File: config.mk
export PLATFORM = sky130hd
export DESIGN_NAME = mmu_ptw_flat
export DESIGN_NICKNAME = d
export VERILOG_FILES = /design/src/rtl/mmu_ptw_pkg.sv /design/src/rtl/mmu_ptw_if.sv /design/src/rtl/mmu_ptw.sv /design/src/flat_wrapper.sv
export SDC_FILE = /design/constraint.sdc
export NUM_CORES = 1
export LEC_CHECK = 0
export ABC_AREA = 1
export CAP_MARGIN = 25
export CORE_MARGIN = 3
export CORE_UTILIZATION = 30
export CTS_CLUSTER_DIAMETER = 40
export CTS_CLUSTER_SIZE = 16
export DETAILED_ROUTE_END_ITERATION = 7
export PLACE_DENSITY_LB_ADDON = 0.15
export SETUP_SLACK_MARGIN = 0.3
export SYNTH_ARGS = -nofsm -noshare
export SYNTH_HDL_FRONTEND = slang
export SYNTH_SLANG_ARGS = --single-unit
File: constraint.sdc
create_clock -name clk -period 1.3 [get_ports clk]
set_clock_uncertainty 0.1 [all_clocks]
set_input_delay 0.26 -clock clk [delete_from_list [all_inputs] [get_ports clk]]
set_output_delay 0.26 -clock clk [all_outputs]
set_load 0.02 [all_outputs]
File: src/rtl/mmu_ptw_pkg.sv
// Shared widths, PTE field positions, walker state encoding and PTE decode for mmu_ptw.
package mmu_ptw_pkg;

    localparam int VPN_BITS    = 20;
    localparam int PFN_BITS    = 20;
    localparam int PTE_BITS    = 32;
    localparam int PADDR_BITS  = PFN_BITS + 12;
    localparam int PAGE_OFFSET = 12;
    localparam int VPN_HALF    = 10;

    localparam int PTE_V       = 0;
    localparam int PTE_R       = 1;
    localparam int PTE_W       = 2;
    localparam int PTE_X       = 3;
    localparam int PTE_PPN_LSB = 10;

    typedef enum logic [2:0] {
        ST_IDLE    = 3'd0,
        ST_L1_REQ  = 3'd1,
        ST_L1_WAIT = 3'd2,
        ST_L0_REQ  = 3'd3,
        ST_L0_WAIT = 3'd4,
        ST_REFILL  = 3'd5,
        ST_FAULT   = 3'd6
    } ptw_state_t;

    typedef struct packed {
        logic                usable;
        logic                leaf;
        logic                misaligned;
        logic [PFN_BITS-1:0] ppn;
    } pte_dec_t;

    // misaligned only matters for an L1 leaf: a superpage needs PPN[9:0] == 0
    function automatic pte_dec_t pte_decode(input logic [PTE_BITS-1:0] pte);
        pte_dec_t d;
        d.ppn        = pte[PFN_BITS+PTE_PPN_LSB-1:PTE_PPN_LSB];
        d.usable     = pte[PTE_V] & ~(pte[PTE_W] & ~pte[PTE_R]);
        d.leaf       = pte[PTE_V] & (pte[PTE_R] | pte[PTE_X]);
        d.misaligned = (d.ppn[VPN_HALF-1:0] != '0);
        return d;
    endfunction

endpackage

File: src/rtl/mmu_ptw_if.sv
// Single-outstanding PTE read port between the walker (master) and memory/cache (slave).
interface mmu_ptw_if;
    import mmu_ptw_pkg::*;

    logic                  mem_req_valid;
    logic                  mem_req_ready;
    logic [PADDR_BITS-1:0] mem_req_addr;
    logic                  mem_resp_valid;
    logic [PTE_BITS-1:0]   mem_resp_data;

    modport master (
        output mem_req_valid,
        output mem_req_addr,
        input  mem_req_ready,
        input  mem_resp_valid,
        input  mem_resp_data
    );

    modport slave (
        input  mem_req_valid,
        input  mem_req_addr,
        output mem_req_ready,
        output mem_resp_valid,
        output mem_resp_data
    );

endinterface

File: src/rtl/mmu_ptw.sv
// Two-level Sv32-style page-table walker: TLB miss in, PTE reads out, refill or fault strobe back.
//
// state   | meaning
// IDLE    | waiting for a TLB miss; miss_ready high
// L1_REQ  | root-level PTE read held until accepted
// L1_WAIT | waiting for root PTE; decide fault / superpage / descend
// L0_REQ  | leaf-level PTE read held until accepted
// L0_WAIT | waiting for leaf PTE; decide fault / refill
// REFILL  | one-cycle refill_en strobe
// FAULT   | one-cycle fault_valid strobe
module mmu_ptw
    import mmu_ptw_pkg::*;
(
    input  logic                clk,
    input  logic                rst_n,
    input  logic [PFN_BITS-1:0] ptbr,
    input  logic                miss_valid,
    input  logic [VPN_BITS-1:0] miss_vpn,
    output logic                miss_ready,
    mmu_ptw_if.master           mem,
    output logic                refill_en,
    output logic [VPN_BITS-1:0] refill_vpn,
    output logic [PFN_BITS-1:0] refill_pfn,
    output logic                fault_valid,
    output logic [VPN_BITS-1:0] fault_vpn,
    output logic                busy
);

    ptw_state_t          state_q, state_d;
    logic [VPN_BITS-1:0] vpn_q;
    logic [PFN_BITS-1:0] base_q;
    logic [PFN_BITS-1:0] pfn_q;
    pte_dec_t            dec;

    assign dec = pte_decode(mem.mem_resp_data);

    always_ff @(posedge clk or negedge rst_n) begin
        if (!rst_n) state_q <= ST_IDLE;
        else        state_q <= state_d;
    end

    always_comb begin
        state_d = state_q;
        case (state_q)
            ST_IDLE:    if (miss_valid)        state_d = ST_L1_REQ;
            ST_L1_REQ:  if (mem.mem_req_ready) state_d = ST_L1_WAIT;
            ST_L1_WAIT: if (mem.mem_resp_valid) begin
                if (!dec.usable)                    state_d = ST_FAULT;
                else if (dec.leaf && dec.misaligned) state_d = ST_FAULT;
                else if (dec.leaf)                  state_d = ST_REFILL;
                else                                state_d = ST_L0_REQ;
            end
            ST_L0_REQ:  if (mem.mem_req_ready) state_d = ST_L0_WAIT;
            ST_L0_WAIT: if (mem.mem_resp_valid) begin
                if (dec.usable && dec.leaf) state_d = ST_REFILL;
                else                        state_d = ST_FAULT;
            end
            ST_REFILL:  state_d = ST_IDLE;
            ST_FAULT:   state_d = ST_IDLE;
            default:    state_d = ST_IDLE;
        endcase
    end

    always_comb begin
        miss_ready        = 1'b0;
        busy              = 1'b1;
        mem.mem_req_valid = 1'b0;
        mem.mem_req_addr  = '0;
        refill_en         = 1'b0;
        fault_valid       = 1'b0;
        case (state_q)
            ST_IDLE: begin
                miss_ready = 1'b1;
                busy       = 1'b0;
            end
            ST_L1_REQ: begin
                mem.mem_req_valid = 1'b1;
                mem.mem_req_addr  = {base_q, vpn_q[VPN_BITS-1:VPN_HALF], 2'b00};
            end
            ST_L0_REQ: begin
                mem.mem_req_valid = 1'b1;
                mem.mem_req_addr  = {base_q, vpn_q[VPN_HALF-1:0], 2'b00};
            end
            ST_REFILL: refill_en   = 1'b1;
            ST_FAULT:  fault_valid = 1'b1;
            default: ;
        endcase
    end

    // base_q holds ptbr for the root read, then the L1 PPN for the leaf read
    always_ff @(posedge clk or negedge rst_n) begin
        if (!rst_n) begin
            vpn_q  <= '0;
            base_q <= '0;
            pfn_q  <= '0;
        end else begin
            case (state_q)
                ST_IDLE: if (miss_valid) begin
                    vpn_q  <= miss_vpn;
                    base_q <= ptbr;
                end
                ST_L1_WAIT: if (mem.mem_resp_valid) begin
                    base_q <= dec.ppn;
                    pfn_q  <= {dec.ppn[PFN_BITS-1:VPN_HALF], vpn_q[VPN_HALF-1:0]};
                end
                ST_L0_WAIT: if (mem.mem_resp_valid) begin
                    pfn_q <= dec.ppn;
                end
                default: ;
            endcase
        end
    end

    assign refill_vpn = vpn_q;
    assign fault_vpn  = vpn_q;
    assign refill_pfn = pfn_q;

endmodule

File: src/flat_wrapper.sv
// flat-port wrapper written by rule: the top's interface ports become plain ports
module mmu_ptw_flat import mmu_ptw_pkg::*;
  (clk, rst_n, ptbr, miss_valid, miss_vpn, miss_ready, refill_en, refill_vpn, refill_pfn, fault_valid, fault_vpn, busy, mem_mem_req_valid, mem_mem_req_addr, mem_mem_req_ready, mem_mem_resp_valid, mem_mem_resp_data);
  mmu_ptw_if mem_i ();
  input  logic clk;
  input  logic rst_n;
  input  logic [PFN_BITS-1:0] ptbr;
  input  logic miss_valid;
  input  logic [VPN_BITS-1:0] miss_vpn;
  output logic miss_ready;
  output logic refill_en;
  output logic [VPN_BITS-1:0] refill_vpn;
  output logic [PFN_BITS-1:0] refill_pfn;
  output logic fault_valid;
  output logic [VPN_BITS-1:0] fault_vpn;
  output logic busy;
  output wire logic [$bits(mem_i.mem_req_valid)-1:0] mem_mem_req_valid;
  output wire logic [$bits(mem_i.mem_req_addr)-1:0] mem_mem_req_addr;
  input wire logic [$bits(mem_i.mem_req_ready)-1:0] mem_mem_req_ready;
  input wire logic [$bits(mem_i.mem_resp_valid)-1:0] mem_mem_resp_valid;
  input wire logic [$bits(mem_i.mem_resp_data)-1:0] mem_mem_resp_data;
  assign mem_mem_req_valid = mem_i.mem_req_valid;
  assign mem_mem_req_addr = mem_i.mem_req_addr;
  assign mem_i.mem_req_ready = mem_mem_req_ready;
  assign mem_i.mem_resp_valid = mem_mem_resp_valid;
  assign mem_i.mem_resp_data = mem_mem_resp_data;
  mmu_ptw u_core (.clk(clk), .rst_n(rst_n), .ptbr(ptbr), .miss_valid(miss_valid), .miss_vpn(miss_vpn), .miss_ready(miss_ready), .mem(mem_i), .refill_en(refill_en), .refill_vpn(refill_vpn), .refill_pfn(refill_pfn), .fault_valid(fault_valid), .fault_vpn(fault_vpn), .busy(busy));
endmodule
==> key figures, run 1 <==
Run status
  – Status: complete, but fails checks
  – Violated checks: negative setup slack

Job
  – Max-capacitance violation count: 0

Setup path
  – FF-to-FF setup slack: -0.66 ns
  – Crit end category: register
  – FF-to-FF path depth: 13
  – RR Startpoint: u_core.state_q[0]
  – Startpoint types: register
  – CP Data Required Time: 1.48 ns
  – FF-to-FF End: u_core.base_q[14]
  – Worst Setup Path Type: reg2reg
  – Crit Path Max Fanout: 5
  – Arr. time, crit path: 2.14 ns

Detailed routing
  – Routed Antenna Nets: 0
  – Met1 WL: 5.28 mm
  – Max layer used: met4
  – DRC violations left: 0
  – DRT Pass-1 Iters: 5
  – Final WL: 14.1 mm
  – Drt wl/cell: 17.6 um
  – Met2 routed WL: 7.43 mm
  – Vias per inst: 4.71
  – Routed vias: 3768
  – Number of DRC markers in iteration 0: 117
  – Met3 routed WL: 1.08 mm

Clock tree
  – Clk_lat worst skew: 0.36 ns
  – CTS tree: yes
  – CTS Buf Count: 9
  – H-tree depth: 3
  – Clk sinks: 63
  – Clock transition at the registers of the reported paths: 0.09 ns
  – Max Root-Sink Buffers: 2
  – Clock root buffer master: clkbuf_8

Global route
  – Remaining Overflow, GRT: 0
  – Pin count of the biggest net entering global routing: 64
  – Vias in the first global route: 4034
  – First-pass GRT wire length: 21.4 mm
  – Initial antenna violation count: 0
  – GRT Total Usage: 0.216

Power and ir drop
  – Max IR drop VDD: 1.76 mV
  – Leak: 0.00358 uW
  – Cell Pwr Density: 2880 nW/um^2
  – Pwr Total: 21900 uW

STA
  – Final setup margin: -0.658 ns
  – Unrepaired setup endpoints after global routing: yes
  – Period minus WS final: 1.96 ns
  – Peak Freq: 511 MHz
  – Tcrit/Tclk final: 1.51
  – Final hold vios: 0
  – Setup violations, final: 138
  – Pins over their slew limit: 0

Synthesis
  – Top cells by area, synth: dfrtp_1 47%, mux2_4 9.0%, nand2_1 6.7%
  – Post-Syn Area per Cell: 9.05 um^2
  – Mapped cell area: 3340 um^2
  – Gate Count Post-Synth: 369
  – Synth cell types: 27
  – YS warnings: 0
  – Area leader, netlist: dfrtp_1
  – Sequential cell area fraction in the yosys report: 0.472
  – Yosys reg bits: 63
  – Share of the synthesized area in the top cell type: 0.472

Layout
  – Filler instances: 714
  – Nets: 736
  – N_diodes: 0
  – Fin cells: 800
  – Syn-to-layout area delta: 128%
  – Share of layout cells above drive strength 1: 0.599

Placed design
  – Post-DP HPWL: 8.06 mm
  – Cells after DPL: 707
  – GPL Wtd Cong: 0.808
  – Port-buffer cells: 163

Die
  – Die area: 12400 um^2
  – IO Count: 174
  – Die height: 112 um
  – Starting density of the core: 0.317
  – Cell row count: 37
  – Die W: 112 um
  – Core box area: 10600 um^2

Min path
  – Worst min-delay path class: in2async
[cell usage in the layout, fill, tap and decap left out, types with 9 or more instances in the layout]
cell,synthesis,layout
buf_6,3,117
buf_4,24,98
clkdlybuf4s50_1,0,67
nand2_1,60,45
dfrtp_1,63,41
inv_1,40,36
nor2_4,1,22
dfrtp_2,0,22
mux2_4,20,20
o211ai_1,20,20
o21ai_1,21,18
nor2_1,38,16
o21ai_2,1,15
buf_16,0,15
buf_12,0,11
a22o_4,0,10
or2_1,9,9
clkbuf_8,0,9
[timing repair]
action / 4_1_cts / 5_1_grt
gates cloned: 16 / 4
buffers inserted: 44 / 12
endpoints found under the setup margin: 158 / 158
hold buffers: 1 / 0
hold endpoints to repair: 63 / 0
gates resized for setup: 615 / 91
pin swaps: 14 / 11
[state kept, by name (all words and copies together), names as in the netlist]
signal,flops
u_core.state_q,3
u_core.base_q,20
u_core.refill_pfn,20
u_core.fault_vpn,20
[critical path: stages (launching register included)]
cell	delay (ns)
dfrtp_2	0.46
buf_6	0.15
inv_6	0.06
nand2_4	0.05
nor2_4	0.11
buf_6	0.12
nand2_4	0.05
buf_6	0.12
o21ai_4	0.09
buf_6	0.13
buf_6	0.12
buf_16	0.11
o211ai_1	0.09
o21ai_1	0.11
[synth_stat cells, drive strengths merged]
master,number
clkinv,1
inv,45
or2,10
o21bai,1
a31oi,11
conb,1
nor2,39
clkbuf,1
o21ai,35
dfrtp,63
nor3,2
o211ai,20
nand3,5
mux2,20
a21oi,3
a22o,10
nand2,63
buf,39
[where the power goes]
part / switching [uW] / internal [uW]
logic: 7390 / 8890
registers: 624 / 3020
clock network: 911 / 1110
[kinds of logic (layout without fill, tap and decap cells)]
kind of cell / after synthesis / after routing / share of synthesized area
mux: 20 / 20 / 0.0899
buf+inv: 86 / 379 / 0.135
simple gates: 119 / 120 / 0.150
compound gates: 80 / 80 / 0.152
flops: 63 / 63 / 0.472
other cells: 1 / 2 / 0.00112
[worst max path at each step]
stage,cells past startpoint,end,from,slack [ns]
6_report,13,u_core.base_q[14],u_core.state_q[0],-0.66
5_1_grt,13,u_core.base_q[14],u_core.state_q[0],-0.70
4_1_cts,7,mem_mem_req_addr[14],u_core.state_q[2],-0.58
3_5_place_dp,7,mem_mem_req_addr[30],u_core.state_q[1],-0.70
3_3_place_gp,7,mem_mem_req_addr[13],u_core.state_q[1],-0.64
2_1_floorplan,6,mem_mem_req_addr[12],u_core.state_q[2],-0.25
[routing by layer]
metal | GRT usage | vias up
met4 | 0.0600 | 0
met1 | 0.253 | 1824
met5 | 0 | -
met3 | 0.0728 | 20
met2 | 0.378 | 142
li1 | - | 1782
[area by class of cell]
type,count,area (um^2),share of cell area
inverter,46,210,0.0276
timing repair buffer,317,3510,0.460
sequential,63,1600,0.211
multi-input combinational,222,1900,0.249
tap,136,170,0.0223
clock inverter,7,105,0.0138
clock buffer,9,124,0.0163
[per-stage QoR]
step	utilization	TNS [ns]	hold slack, ns	setup slack (ns)	instance area [um^2]
final	0.722	-59.19	0.317	-0.658	7620
after floorplan	-	-14.67	-0.136	-0.250	3670
after global routing	0.722	-65.33	0.375	-0.702	7620
after global placement	0.553	-53.08	0.189	-0.643	5830
after CTS	0.677	-55.18	0.349	-0.579	7140
after detailed placement	0.553	-53.99	0.189	-0.697	5830
Note: power is estimated with default switching activity, not from simulation.
==> run 2, diff against run 1 <==
--- a/config.mk
+++ b/config.mk
@@ -6,6 +6,7 @@
 export NUM_CORES = 1
 export LEC_CHECK = 0
 export ABC_AREA = 1
+export ABC_CLOCK_PERIOD_IN_PS = 1300
 export CAP_MARGIN = 25
 export CORE_MARGIN = 3
 export CORE_UTILIZATION = 30
==> results of run 2 <==
The final DEF is identical to that of run 1; final timing and power are the same.
==> edit (settings of run 2) <==
Put one more register stage on the output `fault_vpn`, cleared by the reset. The value now appears one clock later. The other outputs are not delayed to match.
--- a/src/rtl/mmu_ptw.sv
+++ b/src/rtl/mmu_ptw.sv
@@ -114,3 +114,9 @@
     assign refill_vpn = vpn_q;
-    assign fault_vpn  = vpn_q;
+    always_ff @(posedge clk or negedge rst_n) begin
+        if (!rst_n) begin
+            fault_vpn <= '0;
+        end else begin
+            fault_vpn <= vpn_q;
+        end
+    end
     assign refill_pfn = pfn_q;
Check against the original RTL: not equivalent (Yosys sat finds a counterexample within 4 cycles, from zero or initial values and one cycle with rst_n low).
==> edit against run 2 <==
The flow still finishes with violations (negative setup slack); worst setup slack gained 0.072 ns; wire length shrank 0.60%; area after synthesis grew 10%; power grew 1.9%; first-iteration DRC count grew 32%; cell area grew 2.3%; highest routed layer unchanged; die area grew 9.9%; sequential cell count grew 20.
==> edit: results (changes against run 2) <==
- Status: finished with violations (unchanged)
- Failing checks: negative setup slack (unchanged)
- # setup viols final: 117 (was 138)
- CP max stage cell: dfrtp_1 (was dfrtp_2)
- # placed instances: 722 (was 707)
- Worst endpoint data arrival time: 1.53 ns (was 2.14 ns)
- Drt wl/cell: 17.38 µm (was 17.57 µm)
- End point of the critical path: mem_mem_req_addr[15] (was u_core.base_q[14])
- Placed Area: 6228 µm² (was 5833 µm²)
- Max VDD drop: 1260 µV (was 1759 µV)
- Met2 WL post-DR: 6921 µm (was 7426 µm)
- Final Net Count: 734 (was 736)
- Sequential share of the synthesized area: 0.5629 (was 0.4719)
- Root buffer cell: clkbuf_16 (was clkbuf_8)
- DP HPWL: 8749 µm (was 8055 µm)
- Synth unique cells: 29 (was 27)
- GRT Total Usage: 0.1957 (was 0.2161)
- Final WS setup: -0.5869 ns (was -0.6585 ns)
- Via count: 3745 (was 3768)
- First-pass GRT wire length: 20340 µm (was 21400 µm)
- First drt pass iteration count: 4 (was 5)
- Top cells by area, synth: dfrtp_1 56%, mux2_4 8.1%, nand2_1 6.1% (was dfrtp_1 47%, mux2_4 9.0%, nand2_1 6.7%)
- FF-to-FF path depth: 9 (was 13)
- GPL Wtd Cong: 0.7560 (was 0.8075)
- Share of cells above drive strength 1: 0.5234 (was 0.5994)
- Reg2reg end: u_core.base_q[19] (was u_core.base_q[14])
- Initial DRC Count: 155 (was 117)
- Number of global-route vias before repair: 3800 (was 4034)
- Crit-path max FO: 7 (was 5)
- CP max stage delay: 0.40 ns (was 0.46 ns)
- Clock Latency Late Sink: 0.34 ns (was 0.36 ns)
- Most instantiated cells after synthesis: 83 x dfrtp_1, 60 x nand2_1, 40 x inv_1 (was 63 x dfrtp_1, 60 x nand2_1, 40 x inv_1)
- DRT met1 WL: 6215 µm (was 5278 µm)
- Worst-path clk slew: 0.06 ns (was 0.09 ns)
- Routed WL: 13970 µm (was 14050 µm)
- Routed length on met3: 556 µm (was 1084 µm)
edit: changes by cell type after synthesis, sizes merged:
cell	change
dfrtp	+20
clkbuf	+1
clkinv	+1
buf	-21
inv	-1
edit: final cells by class:
cell class / instances / area, µm²
sequential: 83 / 2079
inverter: 46 / 226.5
clock inverter: 5 / 62.56
multi-input combinational: 221 / 1794
fill: 906 / 3913
timing repair buffer: 296 / 3218
clock buffer: 10 / 239.0
tap: 143 / 178.9
edit: stage by stage:
| stage | hold WS, ns | setup TNS [ns] | setup WS, ns |
|---|---|---|---|
| 6_report | 0.1556 | -49.70 | -0.5869 |
| 5_1_grt | 0.1737 | -56.61 | -0.6491 |
| 4_1_cts | 0.1388 | -46.58 | -0.5679 |
| 3_5_place_dp | -0.03736 | -49.71 | -0.7129 |
| 3_3_place_gp | -0.03839 | -46.60 | -0.6534 |
| 2_1_floorplan | -0.1356 | -14.55 | -0.2496 |
edit: timing repair:
item	in CTS	in global routing
buffers inserted	32	23
cloned	5	6
resized for setup	625	66
pin swaps	3	14
hold endpoints to repair	83	0
setup endpoints to repair	158	158
hold buffers	1	0
edit: layer usage:
metal	global-route usage	vias to the layer above
met4	0.06575	0
li1	-	1796
met2	0.3269	110
met3	0.03290	23
met5	0	-
met1	0.2586	1816
edit: power breakdown:
group	switching (mW)	internal (mW)	total [mW]
combinational	6.89	8.06	14.9
sequential	0.879	3.91	4.79
clock	1.08	1.54	2.62
total	8.85	13.5	22.4
edit: kinds of logic after synthesis:
kind of cell    Yosys count  synth area share
simple gates            119            0.1356
buf+inv                  66           0.08138
compound gates           80            0.1377
flops                    83            0.5629
other cells               1          0.001016
mux                      20           0.08138
edit: critical path: cells and delay by family (launching register included):
family | cells | cell delay [ns]
buffers and inverters | 4 | 0.45
DFF | 1 | 0.40
and+or+nand+nor | 3 | 0.32
